===== config.mk =====
export PLATFORM = sky130hd
export DESIGN_NAME = alu_issue_flat
export DESIGN_NICKNAME = d
export VERILOG_FILES = /design/src/rtl/alu_issue_if.sv /design/src/rtl/alu_issue.sv /design/src/flat_wrapper.sv
export SDC_FILE = /design/constraint.sdc
export NUM_CORES = 1
export LEC_CHECK = 0
export BUFFER_PORTS_ARGS = -buffer_cell sky130_fd_sc_hd__buf_2
export CAP_MARGIN = 20
export CORE_AREA = 5 5 77 79
export DETAILED_ROUTE_END_ITERATION = 8
export DIE_AREA = 0 0 82 84
export PLACE_DENSITY = 0.86
export SLEW_MARGIN = 5
export SYNTH_ARGS = -nofsm -noshare
export SYNTH_HDL_FRONTEND = slang
export SYNTH_SLANG_ARGS = --single-unit

===== constraint.sdc =====
create_clock -name clk -period 4.3 [get_ports clk]
set_clock_uncertainty 0.2 [all_clocks]
set_input_delay 0 -clock clk [delete_from_list [all_inputs] [get_ports clk]]
set_output_delay 0 -clock clk [all_outputs]
set_load 0.02 [all_outputs]

===== src/rtl/alu_issue_if.sv =====
`timescale 1ns/1ps
`default_nettype none
// ============================================================================
// Module  : alu_issue_if
// Brief   : Decode/regfile/ALU/writeback bundle seen by the ALU issue stage.
// Revision: 1.0 - initial release
// ============================================================================
interface alu_issue_if;
    logic        in_valid;
    logic        in_ready;
    logic [2:0]  in_op;
    logic [3:0]  in_rd;
    logic [3:0]  in_ra;
    logic [3:0]  in_rb;
    logic        in_use_imm;
    logic [7:0]  in_imm;
    logic [3:0]  rf_ra_addr;
    logic [3:0]  rf_rb_addr;
    logic [15:0] rf_ra_data;
    logic [15:0] rf_rb_data;
    logic [2:0]  alu_op;
    logic [15:0] alu_a;
    logic [15:0] alu_b;
    logic [15:0] alu_result;
    logic        wb_en;
    logic [3:0]  wb_addr;
    logic [15:0] wb_data;
    logic        mod_zero_err;

    modport master (
        output in_valid, in_op, in_rd, in_ra, in_rb, in_use_imm, in_imm,
               rf_ra_data, rf_rb_data, alu_result,
        input  in_ready, rf_ra_addr, rf_rb_addr, alu_op, alu_a, alu_b,
               wb_en, wb_addr, wb_data, mod_zero_err
    );

    modport slave (
        input  in_valid, in_op, in_rd, in_ra, in_rb, in_use_imm, in_imm,
               rf_ra_data, rf_rb_data, alu_result,
        output in_ready, rf_ra_addr, rf_rb_addr, alu_op, alu_a, alu_b,
               wb_en, wb_addr, wb_data, mod_zero_err
    );
endinterface
`default_nettype wire


===== src/rtl/alu_issue.sv =====
`timescale 1ns/1ps
`default_nettype none
// ============================================================================
// Module  : alu_issue
// Brief   : Issue stage: hazard stall, result forwarding, writeback tracking.
// Revision: 1.0 - initial release
// ============================================================================
module alu_issue (
    input  logic       clk,
    input  logic       reset,
    alu_issue_if.slave bus
);
    localparam logic [2:0] c_op_nop = 3'b000;
    localparam logic [2:0] c_op_mod = 3'b101;

    logic        w_hit_a;
    logic        w_hit_b;
    logic        w_stall;
    logic        w_accept;
    logic        w_fwd_a;
    logic        w_fwd_b;
    logic [15:0] w_opnd_a;
    logic [15:0] w_opnd_b;

    logic        slot1_valid_q, slot1_valid_d;
    logic [3:0]  slot1_rd_q, slot1_rd_d;
    logic        slot2_valid_q;
    logic [3:0]  slot2_rd_q;
    logic [2:0]  alu_op_q, alu_op_d;
    logic [15:0] alu_a_q, alu_a_d;
    logic [15:0] alu_b_q, alu_b_d;
    logic        mod_zero_err_q, mod_zero_err_d;

    // Slot1 holds a result the ALU has not produced yet, so it can only stall.
    assign w_hit_a  = slot1_valid_q && (slot1_rd_q == bus.in_ra);
    assign w_hit_b  = slot1_valid_q && !bus.in_use_imm && (slot1_rd_q == bus.in_rb);
    assign w_stall  = bus.in_valid && (w_hit_a || w_hit_b);
    assign w_accept = bus.in_valid && !w_stall;

    // Slot2 result sits on alu_result this cycle but is not yet in the regfile.
    assign w_fwd_a  = slot2_valid_q && (slot2_rd_q == bus.in_ra);
    assign w_fwd_b  = slot2_valid_q && (slot2_rd_q == bus.in_rb);
    assign w_opnd_a = w_fwd_a ? bus.alu_result : bus.rf_ra_data;
    assign w_opnd_b = bus.in_use_imm ? {{8{bus.in_imm[7]}}, bus.in_imm}
                                     : (w_fwd_b ? bus.alu_result : bus.rf_rb_data);

    always_comb begin
        alu_op_d       = c_op_nop;
        alu_a_d        = 16'h0000;
        alu_b_d        = 16'h0000;
        slot1_valid_d  = 1'b0;
        slot1_rd_d     = 4'h0;
        mod_zero_err_d = mod_zero_err_q;
        if (w_accept) begin
            alu_op_d      = bus.in_op;
            alu_a_d       = w_opnd_a;
            alu_b_d       = w_opnd_b;
            slot1_valid_d = 1'b1;
            slot1_rd_d    = bus.in_rd;
            if ((bus.in_op == c_op_mod) && (w_opnd_b == 16'h0000)) begin
                mod_zero_err_d = 1'b1;
            end
        end
    end

    always_ff @(posedge clk or posedge reset) begin
        if (reset) begin
            alu_op_q       <= c_op_nop;
            alu_a_q        <= 16'h0000;
            alu_b_q        <= 16'h0000;
            slot1_valid_q  <= 1'b0;
            slot1_rd_q     <= 4'h0;
            slot2_valid_q  <= 1'b0;
            slot2_rd_q     <= 4'h0;
            mod_zero_err_q <= 1'b0;
        end else begin
            alu_op_q       <= alu_op_d;
            alu_a_q        <= alu_a_d;
            alu_b_q        <= alu_b_d;
            slot1_valid_q  <= slot1_valid_d;
            slot1_rd_q     <= slot1_rd_d;
            slot2_valid_q  <= slot1_valid_q;
            slot2_rd_q     <= slot1_rd_q;
            mod_zero_err_q <= mod_zero_err_d;
        end
    end

    assign bus.in_ready     = !w_stall;
    assign bus.rf_ra_addr   = bus.in_ra;
    assign bus.rf_rb_addr   = bus.in_rb;
    assign bus.alu_op       = alu_op_q;
    assign bus.alu_a        = alu_a_q;
    assign bus.alu_b        = alu_b_q;
    assign bus.wb_en        = slot2_valid_q;
    assign bus.wb_addr      = slot2_rd_q;
    assign bus.wb_data      = bus.alu_result;
    assign bus.mod_zero_err = mod_zero_err_q;
endmodule
`default_nettype wire

===== src/flat_wrapper.sv =====
// flat-port wrapper written by rule: the top's interface ports become plain ports
module alu_issue_flat 
  (clk, reset, bus_in_valid, bus_in_op, bus_in_rd, bus_in_ra, bus_in_rb, bus_in_use_imm, bus_in_imm, bus_rf_ra_data, bus_rf_rb_data, bus_alu_result, bus_in_ready, bus_rf_ra_addr, bus_rf_rb_addr, bus_alu_op, bus_alu_a, bus_alu_b, bus_wb_en, bus_wb_addr, bus_wb_data, bus_mod_zero_err);
  alu_issue_if bus_i ();
  input  logic clk;
  input  logic reset;
  input wire logic [$bits(bus_i.in_valid)-1:0] bus_in_valid;
  input wire logic [$bits(bus_i.in_op)-1:0] bus_in_op;
  input wire logic [$bits(bus_i.in_rd)-1:0] bus_in_rd;
  input wire logic [$bits(bus_i.in_ra)-1:0] bus_in_ra;
  input wire logic [$bits(bus_i.in_rb)-1:0] bus_in_rb;
  input wire logic [$bits(bus_i.in_use_imm)-1:0] bus_in_use_imm;
  input wire logic [$bits(bus_i.in_imm)-1:0] bus_in_imm;
  input wire logic [$bits(bus_i.rf_ra_data)-1:0] bus_rf_ra_data;
  input wire logic [$bits(bus_i.rf_rb_data)-1:0] bus_rf_rb_data;
  input wire logic [$bits(bus_i.alu_result)-1:0] bus_alu_result;
  output wire logic [$bits(bus_i.in_ready)-1:0] bus_in_ready;
  output wire logic [$bits(bus_i.rf_ra_addr)-1:0] bus_rf_ra_addr;
  output wire logic [$bits(bus_i.rf_rb_addr)-1:0] bus_rf_rb_addr;
  output wire logic [$bits(bus_i.alu_op)-1:0] bus_alu_op;
  output wire logic [$bits(bus_i.alu_a)-1:0] bus_alu_a;
  output wire logic [$bits(bus_i.alu_b)-1:0] bus_alu_b;
  output wire logic [$bits(bus_i.wb_en)-1:0] bus_wb_en;
  output wire logic [$bits(bus_i.wb_addr)-1:0] bus_wb_addr;
  output wire logic [$bits(bus_i.wb_data)-1:0] bus_wb_data;
  output wire logic [$bits(bus_i.mod_zero_err)-1:0] bus_mod_zero_err;
  assign bus_i.in_valid = bus_in_valid;
  assign bus_i.in_op = bus_in_op;
  assign bus_i.in_rd = bus_in_rd;
  assign bus_i.in_ra = bus_in_ra;
  assign bus_i.in_rb = bus_in_rb;
  assign bus_i.in_use_imm = bus_in_use_imm;
  assign bus_i.in_imm = bus_in_imm;
  assign bus_i.rf_ra_data = bus_rf_ra_data;
  assign bus_i.rf_rb_data = bus_rf_rb_data;
  assign bus_i.alu_result = bus_alu_result;
  assign bus_in_ready = bus_i.in_ready;
  assign bus_rf_ra_addr = bus_i.rf_ra_addr;
  assign bus_rf_rb_addr = bus_i.rf_rb_addr;
  assign bus_alu_op = bus_i.alu_op;
  assign bus_alu_a = bus_i.alu_a;
  assign bus_alu_b = bus_i.alu_b;
  assign bus_wb_en = bus_i.wb_en;
  assign bus_wb_addr = bus_i.wb_addr;
  assign bus_wb_data = bus_i.wb_data;
  assign bus_mod_zero_err = bus_i.mod_zero_err;
  alu_issue u_core (.clk(clk), .reset(reset), .bus(bus_i));
endmodule

==> key figures <==
Floorplanning
  – Die area: 0.00689 mm²
  – Horizontal die dimension: 82 µm
  – Initial Utilization: 0.448
  – Y dimension of the die: between 80 and 90 µm
  – Floorplan row count: 27
  – I/O pin cnt: about 140
  – Placeable core region: roughly 0.0053 mm²

Logic synthesis
  – Yosys reg bits: 46
  – Number of instances in the synthesized netlist: 232
  – Fraction of synthesized cell area taken by the top area cell type: 0.487
  – Most common library cells after synthesis: dfrtp_1, buf_4, nor2_1
  – Number of different library cells in the post-synthesis netlist: 36
  – Top_reg_cell synth: dfrtp_1
  – Proportion of synthesized chip area in sequential cells: 0.487
  – Biggest area contributors in the synthesized netlist: dfrtp_1, buf_4, mux2i_1
  – Post-synth EDFFs: 0
  – Net Count, Synth: 307
  – Most instantiated library cell after synthesis: dfrtp_1
  – Biggest area consumer among synthesized cells: dfrtp_1
  – Yosys warning total: 0
  – Fraction of registers with async set/reset: 1.00
  – Post-synthesis average cell area: roughly 10 µm²
  – Post-synthesis cell area: around 0.0024 mm²

Clock tree
  – Clock Pin Slew Worst Setup and Hold Paths: roughly 0.080 ns
  – Number of buffers on the longest clock path: 2
  – Skew-Pair Late Insertion Delay: between 0.2 and 0.3 ns
  – Total clock sinks: 46
  – Count of instances resized after the clock tree is built: 0
  – Buffer cell driving the clock tree root: clkbuf_8
  – Inserted Clock Buffers: 5
  – CTS tree: done
  – Maximum level of the CTS H-tree: 2

Timing
  – Share of the clock period used by the worst path after layout: 0.725
  – Sum of negative setup slack: 0 ns
  – Final-report setup violation count: 0
  – RSZ-0062 raised after global routing: false
  – Worst hold-check slack: about 0.016 ns
  – Achievable clock frequency: 321 MHz
  – Worst relative slew slack: 0.356
  – Worst setup slack after layout: about 1.2 ns
  – Worst slew pin tran: slightly below 1 ns
  – Number of max-slew violations in the final report: 0
  – Min Clock Period, post-route: approximately 3.1 ns
  – Hold Vio Cnt, Final: 0

Setup path
  – Worst R2R End: u_core.bus.alu_b[8]
  – R2r setup slk: between 1 and 1.5 ns
  – Req. time, crit path: ~4.3 ns
  – Endpoint arrival time on the critical path: 3.15 ns
  – Critical Path Start Type: register
  – Maximum fanout along the worst path: 16
  – CP Launch Point: u_core.slot1_rd_q[2]
  – Type of element capturing the critical path: register
  – Setup Crit Path Kind: reg2reg
  – Reg-to-reg startpoint: u_core.slot1_rd_q[2]
  – Depth of the worst register-to-register path: 8

Detailed routing
  – Number of nets still failing antenna checks after routing: 0
  – Total via count after detailed routing: ~2500
  – Avg WL per Cell: approximately 16 µm
  – First DRT Iteration DRCs: between 100 and 150
  – Routed wire length: between 7000 and 8000 µm
  – First-pass detailed-route iteration total: 4
  – Via/cell ratio: ~5.0
  – Final routed DRC violation total: 0

Final layout
  – FF+latch area: about 0.0012 mm²
  – Net total in the final layout: just under 500
  – Antenna diode count: 0
  – Combined area of the multi-input logic cells: around 960 µm²
  – Count of fill cells added during filler insertion: roughly 420
  – Post-route standard cell area excluding fillers: 0.00375 mm²
  – Area growth, synth to finish: 58.9%
  – Fraction of layout instances using a drive strength above 1: 0.381
  – Post-layout utilization of the core: 0.712

Placement
  – Post-place setup slack: ~1.8 ns
  – HPWL after detailed placement: around 5200 µm
  – Count of buffers inserted at the top-level ports: 140
  – Placer congestion estimate: between 0.7 and 0.8
  – Post-Place Cell Area: about 0.0029 mm²

Worst hold path
  – Hold path endpoint: u_core.bus.alu_b[15]
  – Hold Crit Start: bus_in_imm[7]
  – Cell depth of the worst min-delay path: 4
  – Class of the worst hold path: in2reg

GRT
  – Global router's overall resource usage: 0.235
  – Vias in the first global route: about 2700
  – Initial antenna violation count: 0
  – Gr ovfl total: 0
  – Maximum number of pins on one net before global-route repair: 47
  – Global-route wire length before repair: ~12000 µm

Pwr
  – Leakage: 1.89 nW
  – Power density over cell area: a little under 300 mW/mm²
  – Highest ir drop seen on vdd: approximately 0.17 mV

Status
  – Outcome: finished clean

Run
  – Max_cap viols: 0
timing repair:
action	4_1_cts	5_1_grt
hold endpoints to repair	86	0
hold buffers	71	0
buffers inserted	0	0
kinds of logic (layout without fill, tap and decap cells):
| logic type | after synthesis | after routing | share of synthesized area |
|---|---|---|---|
| compound gates | 32 | 32 | 0.0937 |
| xor+xnor | 16 | 16 | 0.0593 |
| buf+inv | 40 | 225 | 0.109 |
| flops | 46 | 46 | 0.487 |
| mux | 17 | 17 | 0.0720 |
| simple gates | 81 | 81 | 0.179 |
area by class of cell:
| cell class | instances | share of cell area |
|---|---|---|
| Tap cell | 72 | 0.0240 |
| Clock buffer | 6 | 0.0220 |
| Sequential cell | 46 | 0.307 |
| Clock inverter | 1 | 0.00800 |
| Timing Repair Buffer | 213 | 0.380 |
| Multi-Input combinational cell | 146 | 0.255 |
| Inverter | 5 | 0.00500 |
routing by layer:
metal	GRT usage	wire length, µm
met5	0	0
met1	0.252	2850
met4	0.0967	275
met2	0.425	4190
met3	0.0572	625
per-stage QoR:
step	instances	total power [mW]
2_1_floorplan	232	0.639
3_3_place_gp	411	0.718
3_5_place_dp	411	0.721
4_1_cts	489	1.10
5_1_grt	489	1.15
6_report	489	1.10
critical path, cell delays in order, from the launching register on:
cell and delay, ns:
dfrtp_1 0.42, xor2_1 0.19, nor3_1 0.07, nand3_1 0.12, nand3_1 0.55, buf_4 0.43
or2_1 0.31, a31oi_1 0.19, dlygate4sd3_1 0.58
where the power goes:
part / internal [mW] / switching [mW]
Clock: 0.186 / 0.137
Sequential: 0.462 / 0.0128
Combinational: 0.139 / 0.165
Total: 0.787 / 0.315
state kept, by name, summed over array words and instances (netlist names):
name / count
u_core.slot1_rd_q: 4
u_core.bus.mod_zero_err: 1
u_core.bus.wb_addr: 4
u_core.bus.alu_a: 16
u_core.bus.wb_en: 1
u_core.bus.alu_op: 3
u_core.slot1_valid_q: 1
u_core.bus.alu_b: 16
layout by cell type (no fill, tap or decap), types with 2 or more instances in the layout:
master	n
buf_2	140
dlygate4sd3_1	71
dfrtp_1	46
nor2_1	22
mux2i_1	17
nand2_1	16
a31oi_1	11
xor2_1	9
nor3_1	8
nand3_1	8
o21ai_0	8
xnor2_1	7
nor2b_1	6
and2_1	6
clkbuf_8	6
and3_1	4
inv_1	3
a21oi_1	3
a2bb2oi_1	3
inv_2	2
o21ai_1	2
or4_1	2
o22ai_1	2
buf_4	2
how the worst max path moves through the flow:
| stage | to | slack, ns | cells after the start |
|---|---|---|---|
| detailed placement | u_core.bus.mod_zero_err | 1.81 | 6 |
| CTS | u_core.bus.alu_b[13] | 1.27 | 8 |
| floorplan | u_core.bus.mod_zero_err | 2.02 | 7 |
| finish | u_core.bus.alu_b[8] | 1.18 | 8 |
| global placement | u_core.bus.mod_zero_err | 1.91 | 6 |
| global route | u_core.bus.alu_b[8] | 0.96 | 8 |
Power figures use the tool's default switching activity.
